--- config.mk ---
export PLATFORM = sky130hd
export DESIGN_NAME = flash_bus_bridge
export DESIGN_NICKNAME = d
export VERILOG_FILES = /design/src/rtl/flash_bus_pkg.sv /design/src/rtl/bus_sync_edge.sv /design/src/rtl/flash_bus_bridge.sv
export SDC_FILE = /design/constraint.sdc
export NUM_CORES = 1
export LEC_CHECK = 0
export CAP_MARGIN = 20
export CORE_AREA = 2 2 90 92
export CTS_BUF_LIST = sky130_fd_sc_hd__clkbuf_4
export CTS_CLUSTER_DIAMETER = 200
export DETAILED_ROUTE_END_ITERATION = 6
export DIE_AREA = 0 0 92 94
export PLACE_DENSITY = 0.81
export SKIP_LAST_GASP = 1
export SYNTH_ARGS = -nofsm -noshare
export SYNTH_HDL_FRONTEND = slang
export SYNTH_SLANG_ARGS = --single-unit
--- constraint.sdc ---
create_clock -name clk -period 2.7 [get_ports clk]
set_input_delay 0.54 -clock clk [delete_from_list [all_inputs] [get_ports clk]]
set_output_delay 0.54 -clock clk [all_outputs]
set_load 0.02 [all_outputs]
--- src/rtl/flash_bus_pkg.sv ---
// Types and constants shared between the 6809 bus bridge and the SPI flash engine.
package flash_bus_pkg;

  localparam int FLASH_ADDR_W = 24;

  localparam logic [7:0] FLASH_CMD_READ = 8'h03;
  localparam logic [7:0] FLASH_CMD_PP   = 8'h02;
  localparam logic [7:0] FLASH_CMD_WREN = 8'h06;
  localparam logic [7:0] FLASH_CMD_RDSR = 8'h05;

  // Byte returned to the CPU when a read is forced complete by the timeout.
  localparam logic [7:0] TIMEOUT_FILL = 8'hFF;

  typedef enum logic [2:0] {
    ST_IDLE,
    ST_RD_DRAIN,
    ST_RD_REQ,
    ST_RD_WAIT,
    ST_RD_HOLD
  } bridge_state_t;

  typedef struct packed {
    logic                    rw;
    logic [FLASH_ADDR_W-1:0] addr;
    logic [7:0]              data;
  } flash_req_t;

endpackage

--- src/rtl/bus_sync_edge.sv ---
// Multi-flop synchronizer for one asynchronous bus strobe, with rise/fall pulses.
module bus_sync_edge #(
  parameter int   STAGES  = 2,
  parameter logic RST_VAL = 1'b0
) (
  input  logic clk,
  input  logic reset,
  input  logic async_in,
  output logic level,
  output logic rise,
  output logic fall
);

  logic [STAGES-1:0] chain;
  logic              prev;

  always_ff @(posedge clk or negedge reset) begin
    if (!reset) begin
      chain <= {STAGES{RST_VAL}};
      prev  <= RST_VAL;
    end else begin
      chain <= {chain[STAGES-2:0], async_in};
      prev  <= chain[STAGES-1];
    end
  end

  assign level = chain[STAGES-1];
  assign rise  = level & ~prev;
  assign fall  = ~level & prev;

endmodule

--- src/rtl/flash_bus_bridge.sv ---
// 6809 bus front end for the SPI flash engine: stretched reads, posted writes
// through a one-entry buffer, and a timeout guard on every accepted request.
module flash_bus_bridge
  import flash_bus_pkg::*;
#(
  parameter logic [15:0] BASE_ADDR      = 16'hE000,
  parameter int          WINDOW_BITS    = 12,
  parameter int          SYNC_STAGES    = 2,
  parameter int          TIMEOUT_CYCLES = 1023
) (
  input  logic                    clk,
  input  logic                    reset,
  input  logic                    i_enable,
  input  logic                    i_Q,
  input  logic                    i_RW,
  input  logic [15:0]             i_ADDRESS_BUS,
  input  logic [7:0]              i_DataBus,
  output logic                    o_req_valid,
  output logic                    o_req_rw,
  output logic [FLASH_ADDR_W-1:0] o_req_addr,
  output logic [7:0]              o_req_data,
  input  logic                    i_req_ready,
  input  logic                    i_done,
  input  logic [7:0]              i_rdata,
  output logic [7:0]              o_spi_data,
  output logic                    o_data_oe,
  output logic                    o_MemoryReady,
  output logic                    o_timeout
);

  localparam int               CNT_W   = $clog2(TIMEOUT_CYCLES + 1);
  localparam logic [CNT_W-1:0] CNT_MAX = CNT_W'(TIMEOUT_CYCLES);

  logic e_lvl, e_rise, e_fall;
  logic q_lvl, q_rise, q_fall;
  logic rw_lvl, rw_rise, rw_fall;
  logic unused_ok;

  bus_sync_edge #(.STAGES(SYNC_STAGES), .RST_VAL(1'b0)) u_sync_e (
    .clk(clk), .reset(reset), .async_in(i_enable),
    .level(e_lvl), .rise(e_rise), .fall(e_fall));
  bus_sync_edge #(.STAGES(SYNC_STAGES), .RST_VAL(1'b0)) u_sync_q (
    .clk(clk), .reset(reset), .async_in(i_Q),
    .level(q_lvl), .rise(q_rise), .fall(q_fall));
  bus_sync_edge #(.STAGES(SYNC_STAGES), .RST_VAL(1'b1)) u_sync_rw (
    .clk(clk), .reset(reset), .async_in(i_RW),
    .level(rw_lvl), .rise(rw_rise), .fall(rw_fall));

  assign unused_ok = ^{e_rise, e_fall, q_lvl, rw_rise, rw_fall};

  bridge_state_t          state, state_n;
  logic [WINDOW_BITS-1:0] rd_addr, wb_addr, off;
  logic [7:0]             wb_data;
  logic                   wb_full, wr_stall, wr_qfell;
  logic                   busy, busy_rw;
  logic [CNT_W-1:0]       cnt;
  logic hit, accept, done_ok, tmo_hit, cmpl, rd_cmpl, wr_clear, wb_free;
  logic cap_post, cap_stall, capture, stall_set;
  logic rd_latch, rd_mrdy_clr, rd_mrdy_set, spi_load, oe_n;

  assign hit = (i_ADDRESS_BUS[15:WINDOW_BITS] == BASE_ADDR[15:WINDOW_BITS]);
  assign off = i_ADDRESS_BUS[WINDOW_BITS-1:0];

  // Valid and busy are mutually exclusive: a request is either offered or in flight.
  assign accept   = o_req_valid & i_req_ready;
  assign done_ok  = busy & i_done;
  assign tmo_hit  = busy & ~i_done & (cnt == CNT_MAX);
  assign cmpl     = done_ok | tmo_hit;
  assign rd_cmpl  = cmpl & busy_rw;
  assign wr_clear = cmpl & ~busy_rw;
  assign wb_free  = ~wb_full | wr_clear;

  // A Q-fall seen while stretched is remembered so the deferred capture cannot
  // miss its strobe if the buffer drains after Q has already dropped.
  assign cap_post  = q_fall & hit & ~rw_lvl & wb_free & ~wr_stall;
  assign stall_set = q_rise & hit & ~rw_lvl & ~wb_free & ~wr_stall;
  assign cap_stall = wr_stall & wb_free & (q_fall | wr_qfell);
  assign capture   = cap_post | cap_stall;

  always_comb begin
    state_n     = state;
    rd_latch    = 1'b0;
    rd_mrdy_clr = 1'b0;
    rd_mrdy_set = 1'b0;
    spi_load    = 1'b0;
    oe_n        = 1'b0;
    unique case (state)
      ST_IDLE: begin
        if (q_rise & hit & rw_lvl) begin
          rd_latch    = 1'b1;
          rd_mrdy_clr = 1'b1;
          state_n     = wb_free ? ST_RD_REQ : ST_RD_DRAIN;
        end
      end
      ST_RD_DRAIN: if (wb_free) state_n = ST_RD_REQ;
      ST_RD_REQ:   if (accept & o_req_rw) state_n = ST_RD_WAIT;
      ST_RD_WAIT: begin
        if (rd_cmpl) begin
          spi_load    = 1'b1;
          rd_mrdy_set = 1'b1;
          oe_n        = e_lvl;
          state_n     = ST_RD_HOLD;
        end
      end
      ST_RD_HOLD: begin
        oe_n = e_lvl;
        if (!e_lvl) state_n = ST_IDLE;
      end
      default: state_n = ST_IDLE;
    endcase
  end

  always_ff @(posedge clk or negedge reset) begin
    if (!reset) begin
      state         <= ST_IDLE;
      rd_addr       <= '0;
      wb_full       <= 1'b0;
      wb_addr       <= '0;
      wb_data       <= '0;
      wr_stall      <= 1'b0;
      wr_qfell      <= 1'b0;
      busy          <= 1'b0;
      busy_rw       <= 1'b0;
      cnt           <= '0;
      o_req_valid   <= 1'b0;
      o_req_rw      <= 1'b1;
      o_req_addr    <= '0;
      o_req_data    <= '0;
      o_spi_data    <= '0;
      o_data_oe     <= 1'b0;
      o_MemoryReady <= 1'b1;
      o_timeout     <= 1'b0;
    end else begin
      state <= state_n;
      if (rd_latch) rd_addr <= off;

      if (capture) begin
        wb_full <= 1'b1;
        wb_addr <= off;
        wb_data <= i_DataBus;
      end else if (wr_clear) begin
        wb_full <= 1'b0;
      end
      if (stall_set)      wr_stall <= 1'b1;
      else if (cap_stall) wr_stall <= 1'b0;
      wr_qfell <= wr_stall & ~cap_stall & (wr_qfell | q_fall);

      if (rd_mrdy_clr | stall_set)      o_MemoryReady <= 1'b0;
      else if (rd_mrdy_set | cap_stall) o_MemoryReady <= 1'b1;
      if (spi_load) o_spi_data <= done_ok ? i_rdata : TIMEOUT_FILL;
      o_data_oe <= oe_n;
      if (tmo_hit) o_timeout <= 1'b1;

      if (accept) begin
        o_req_valid <= 1'b0;
        busy        <= 1'b1;
        busy_rw     <= o_req_rw;
        cnt         <= '0;
      end else if (cmpl) begin
        busy <= 1'b0;
      end else if (busy) begin
        cnt <= cnt + 1'b1;
      end

      // The buffered write always goes out ahead of a waiting read.
      if (!o_req_valid && !busy) begin
        if (wb_full) begin
          o_req_valid <= 1'b1;
          o_req_rw    <= 1'b0;
          o_req_addr  <= FLASH_ADDR_W'(wb_addr);
          o_req_data  <= wb_data;
        end else if (state == ST_RD_REQ) begin
          o_req_valid <= 1'b1;
          o_req_rw    <= 1'b1;
          o_req_addr  <= FLASH_ADDR_W'(rd_addr);
        end
      end
    end
  end

endmodule

=== Yosys cells after proc, flatten, opt, wreduce, memory -nomap -nowiden ===
Cells that the tools add are included.

* Bits of input ports: 39
* Register bits: 102
* Logic and storage cells: 119
* Output and inout port bits: 45

* Mux-type cells: 33
* Eq/ne operators: 12
* Reduce and logical (&&, ||, !) cells: 14
* Bitwise logic cells: 37
* Add/sub/neg operators: 1

{| class="wikitable"
|+ Operators with widths
! cell !! number
|-
| $mux 24 || 2
|-
| $mux 10 || 3
|-
| $and 1x1->1 || 22
|-
| $mux 1 || 19
|-
| $mux 3 || 5
|-
| $pmux 3 s5 || 1
|-
| $ne 2x2->1 const B || 6
|-
| $reduce_bool 2->1 || 6
|-
| $add 10x1->10 const B || 1
|-
| $eq 10x10->1 const B || 1
|-
| $not 1->1 || 9
|-
| $mux 8 || 1
|-
| $eq 3x2->1 const B || 2
|-
| $or 1x1->1 || 6
|-
| $reduce_and 2->1 || 3
|-
| $reduce_and 5->1 || 1
|-
| $eq 4x4->1 const B || 1
|-
| $eq 3x1->1 const B || 1
|-
| $eq 3x3->1 const B || 1
|-
| $logic_not 3->1 || 1
|-
| $logic_not 1->1 || 2
|-
| $mux 2 || 1
|-
| $pmux 1 s2 || 1
|-
| $logic_and 1x1->1 || 1
|}

=== Logic depth before layout (Yosys ltp) ===
* Depth after elaboration: 11
* Gate-level depth with buffers: 8
* Depth with buffers taken out: 6

=== Hierarchy ===
Synthesis repeated with hierarchy kept, for this count alone.

* Cells, all modules: 300
* Area total of the unflattened synthesis: 3,947.5 µm²

{| class="wikitable"
|+ By module, submodules not included
! module !! cells each !! area an instance (µm²) !! times used !! sequential area each (µm²)
|-
| flash_bus_bridge || 285 || 3,673.5 || 1 || 2,079.5
|-
| bus_sync_edge at u_sync_e ... || 5 || 90.1 || 2 || 75.1
|-
| bus_sync_edge at u_sync_rw || 5 || 93.8 || 1 || 78.8
|}

=== Least setup slack after synthesis ===
OpenSTA, ideal clock, no wires.

* Path kind: input -> register
* From: input i_ADDRESS_BUS[12]
* To: register rd_addr[10]
* Slack: 0.654 ns
* Library setup time: 0.128 ns
* Stages on the path: 6
* Required time: 2.572 ns
* Arrival: 1.919 ns
* Path buffers: 2
* Path through: and4b_1 -> nand4b_1 -> or4_1 -> clkbuf_1 -> buf_4 -> mux2_1

* Longest elaborated chain between the ends: 5

{| class="wikitable"
|+ RTL lines
! item !! line !! RTL
|-
| start, declared || flash_bus_bridge.sv:16 || <nowiki>input logic [15:0] i_ADDRESS_BUS,</nowiki>
|-
| $eq 4x4->1 || flash_bus_bridge.sv:61 || <nowiki>assign hit = (i_ADDRESS_BUS[15:WINDOW_BITS] == BASE_ADDR[15:WINDOW_BITS]);</nowiki>
|-
| $and 1x1->1 (2 in a row) || flash_bus_bridge.sv:89 || <nowiki>if (q_rise & hit & rw_lvl) begin</nowiki>
|-
| $mux 1 || flash_bus_bridge.sv:89 ||
|-
| $mux 1 || flash_bus_bridge.sv:87 || <nowiki>unique case (state)</nowiki>
|-
| end signal, assigned || flash_bus_bridge.sv:116 || <nowiki>rd_addr <= '0;</nowiki>
|-
| end signal, assigned || flash_bus_bridge.sv:135 || <nowiki>if (rd_latch) rd_addr <= off;</nowiki>
|-
| end, declared || flash_bus_bridge.sv:52 || <nowiki>logic [WINDOW_BITS-1:0] rd_addr, wb_addr, off;</nowiki>
|}

Every way passes these cells.
A chain may end at the register's enable or synchronous reset.

=== Worst setup path in the final report ===
* From: register o_req_rw
* To: output o_req_rw

{| class="wikitable"
|+ RTL lines
! item !! line !! RTL
|-
| start, declared || flash_bus_bridge.sv:19 || <nowiki>output logic o_req_rw,</nowiki>
|-
| start signal, assigned || flash_bus_bridge.sv:126 || <nowiki>o_req_rw <= 1'b1;</nowiki>
|-
| start signal, assigned || flash_bus_bridge.sv:169 || <nowiki>o_req_rw <= 1'b0;</nowiki>
|-
| start signal, assigned || flash_bus_bridge.sv:174 || <nowiki>o_req_rw <= 1'b1;</nowiki>
|}

No word-level cell between the ends.

==> out/qor.yml <==
clock_network:
  clkLatencyLatePin_ns: 0.44
  postCtsSetupBuffers: 0
  cts_sinks: 90
  cts-root-buf: "clkbuf_4"
  cts-buffers-inserted: 9
  holdBufCountCts: 0
  clk_path_buf_depth: 2
  cts_tree: "built"
  ctsResizeCount: 0
  h-tree-depth: 3
  cts.clk_slew.worst_paths_ns: 0.15
timing:
  skew_ns: 0.0194
  finalHoldViolCount: 0
  relSlewSlack: 0.617
  rsz0062_at_grt: "false"
  timing.final.ws_setup_ns: 0.552
  whs_ns: 0.0772
  clock.fmax_mhz: 466
  finalMaxSlewViolations: 0
  worst_pin_slew_ns: 0.575
  period_share: 0.796
  setup-tns-final_ns: 0
  period_minus_slack_ns: 2.15
  setup_viol: 0
cells_and_area:
  fill_cells: 593
  seq_area_sq_um: 2260
  fin_area_sq_um: 4860
  drive_above_1_share: 0.166
  area_growth_pct: 25.2
  fin_nets: 433
  diodes: 0
  multi_input_area_sq_um: 1480
floorplan:
  initial_core_util: 0.510
  fp-row-count: 32
  die_x_microns: 92
  fp.coreArea_sq_um: 7610
  die_h_microns: 94
  die_area_sq_um: 8650
  pin_count: 84
detailed_routing:
  drcViolationCount: 0
  avgViaCountPerCell: 5.06
  num_vias: 2528
  first_iter_violations: 126
  dr.pass1.iters: 4
  routedWlPerCell_microns: 14.9
  postRouteAntennaNets: 0
  wirelength_mm: 7.44
synth:
  synth_common_cells: "dfrtp_1, nor2_1, mux2_4"
  syn_avg_cell_area_sq_um: 12.3
  yosys_warnings: 0
  synthesis.area_sq_um: 3880
  yosysMostFrequentCell: "dfrtp_1"
  synthFlopType: "dfrtp_1"
  ys_types: 49
  syn_inst: 315
  synth_seq_cells: 90
  synth_area_leaders: "dfrtp_1, mux2_4, nor2_1, mux2_1, mux2i_1"
  yosysSeqAreaShare: 0.582
  synth_top_area_frac: 0.554
  yosysTopAreaCell: "dfrtp_1"
  synth_edf_count: 0
  synth-async-reset-ratio: 1.00
placement:
  port-buffer-count: 71
  post-dp-hpwl_mm: 5.17
  routabilityCongestion: 0.874
  dpl_worst_slack_ns: 0.169
  place_area_sq_um: 4700
global_routing:
  overflow: 0
  grt_util_all_layers: 0.187
  grt_pass1_wl_mm: 12.5
  grt_pass1_vias: 2657
  grt_max_degree: 48
  antenna_found_initial: 0
run:
  cap_violations: 0
critical_path:
  critPathMaxStageDelay_ns: 0.61
  cp.required_ns: 2.16
  cp_cell_sequence: "clkdlybuf4s50_1"
  worst-path-max-fanout: 3
  cp_top_family: "buffers and inverters"
  cp.arrival_ns: 1.61
  cp-end-kind: "primary output"
  crit_buf_inv: 1
  criticalPathCategory: "reg -> out"
  start_kind: "flip-flop"
  cp_slowest_cell: "clkdlybuf4s50_1"
worst_hold_path:
  hp-class: "in -> async"
power:
  ir_worst_vdd_uv: 535
  p_leak_nw: 2.21
  clock_power_share: 0.176
  switchingPower_mw: 1.62
  pwr-share-comb: 0.381
  power_frac_seq: 0.442
  p_per_area_nw_per_um2: 989
  switching_share: 0.338
  intPower_mw: 3.19
outcome:
  status: "completed"
## final cells by class
type                       count  share of cell area
clock buffer                  10              0.0154
clock inverter                 6              0.0185
inverter                       6             0.00463
multi-input combinational    205               0.305
sequential                    90               0.464
tap                          102              0.0263
timing repair buffer          81               0.166
## metrics by stage
step | util | std cells | total power, mW
3_5_place_dp | 0.617 | 484 | 4.01
3_3_place_gp | 0.617 | 484 | 3.93
5_1_grt | 0.639 | 500 | 5.11
2_1_floorplan | - | 326 | 3.25
4_1_cts | 0.639 | 500 | 4.87
6_report | 0.639 | 500 | 4.81
## worst paths after layout
check / from / cells past startpoint / end / slack, ns
max: o_req_rw$_DFFE_PN1P_ / 1 / o_req_rw / 0.55
min: reset / 1 / cnt[9]$_DFFE_PN0P_ / 0.08
max reg2reg: cnt[0]$_DFFE_PN0P_ / 7 / wb_addr[2]$_DFFE_PN0P_ / 0.57
min reg2reg: u_sync_e.chain[0]$_DFF_PN0_ / 0 / u_sync_e.chain[1]$_DFF_PN0_ / 0.37
max in group asynchronous: reset / 2 / u_sync_rw.chain[1]$_DFF_PN1_ / 1.91
min in group clk: u_sync_e.chain[0]$_DFF_PN0_ / 0 / u_sync_e.chain[1]$_DFF_PN0_ / 0.37
## routing by layer
layer / share of wire / wire, microns / global-route usage
met1: 0.46 / 3390 / 0.249
met2: 0.49 / 3620 / 0.302
met3: 0.046 / 341 / 0.0409
met4: 0.012 / 89 / 0.0697
met5: 0 / 0 / 0
## kinds of logic (layout without fill, tap and decap cells)
group | count (synthesis) | in the layout | share of synthesized area
flip-flops | 90 | 90 | 0.582
AO/OA/AOI/OAI | 41 | 41 | 0.0619
adder cells (fa/ha/maj) | 1 | 1 | 0.00322
AND/OR/NAND/NOR | 93 | 93 | 0.124
multiplexers | 53 | 53 | 0.169
buffers and inverters | 31 | 103 | 0.0477
other | 1 | 12 | 0.000966
XOR/XNOR | 5 | 5 | 0.0113
## power groups by stage
stage	combinational [mW]	sequential, mW	clock (mW)
3_5_place_dp	1.87	2.14	0
6_report	1.83	2.13	0.848
4_1_cts	1.87	2.13	0.872
5_1_grt	1.99	2.19	0.926
2_1_floorplan	0.914	2.34	0
3_3_place_gp	1.80	2.13	0
## worst reg2reg max path, stage by stage, from the launching register on
cell      delay, ns
dfrtp_1        0.44
ha_1           0.35
nand3b_1       0.17
nor4_4         0.19
nor2_1         0.11
or2_1          0.27
buf_12         0.19
mux2_4         0.31
## cell usage in the layout, fill, tap and decap left out, types with 10 or more instances in the layout
cell type / n
a21oi_1: 18
clkbuf_4: 10
clkdlybuf4s50_1: 70
conb_1: 12
dfrtp_1: 86
mux2_1: 12
mux2_4: 20
mux2i_1: 13
nand2_1: 17
nor2_1: 40
o21ai_0: 10
## sequential cells by signal (all words and copies together), names as in the netlist, 3 cells and up
register and count:
cnt 10, wb_data 8, o_req_addr 12, state 3, o_req_data 8, rd_addr 12, o_spi_data 8, wb_addr 12
Power figures use the tool's default switching activity.
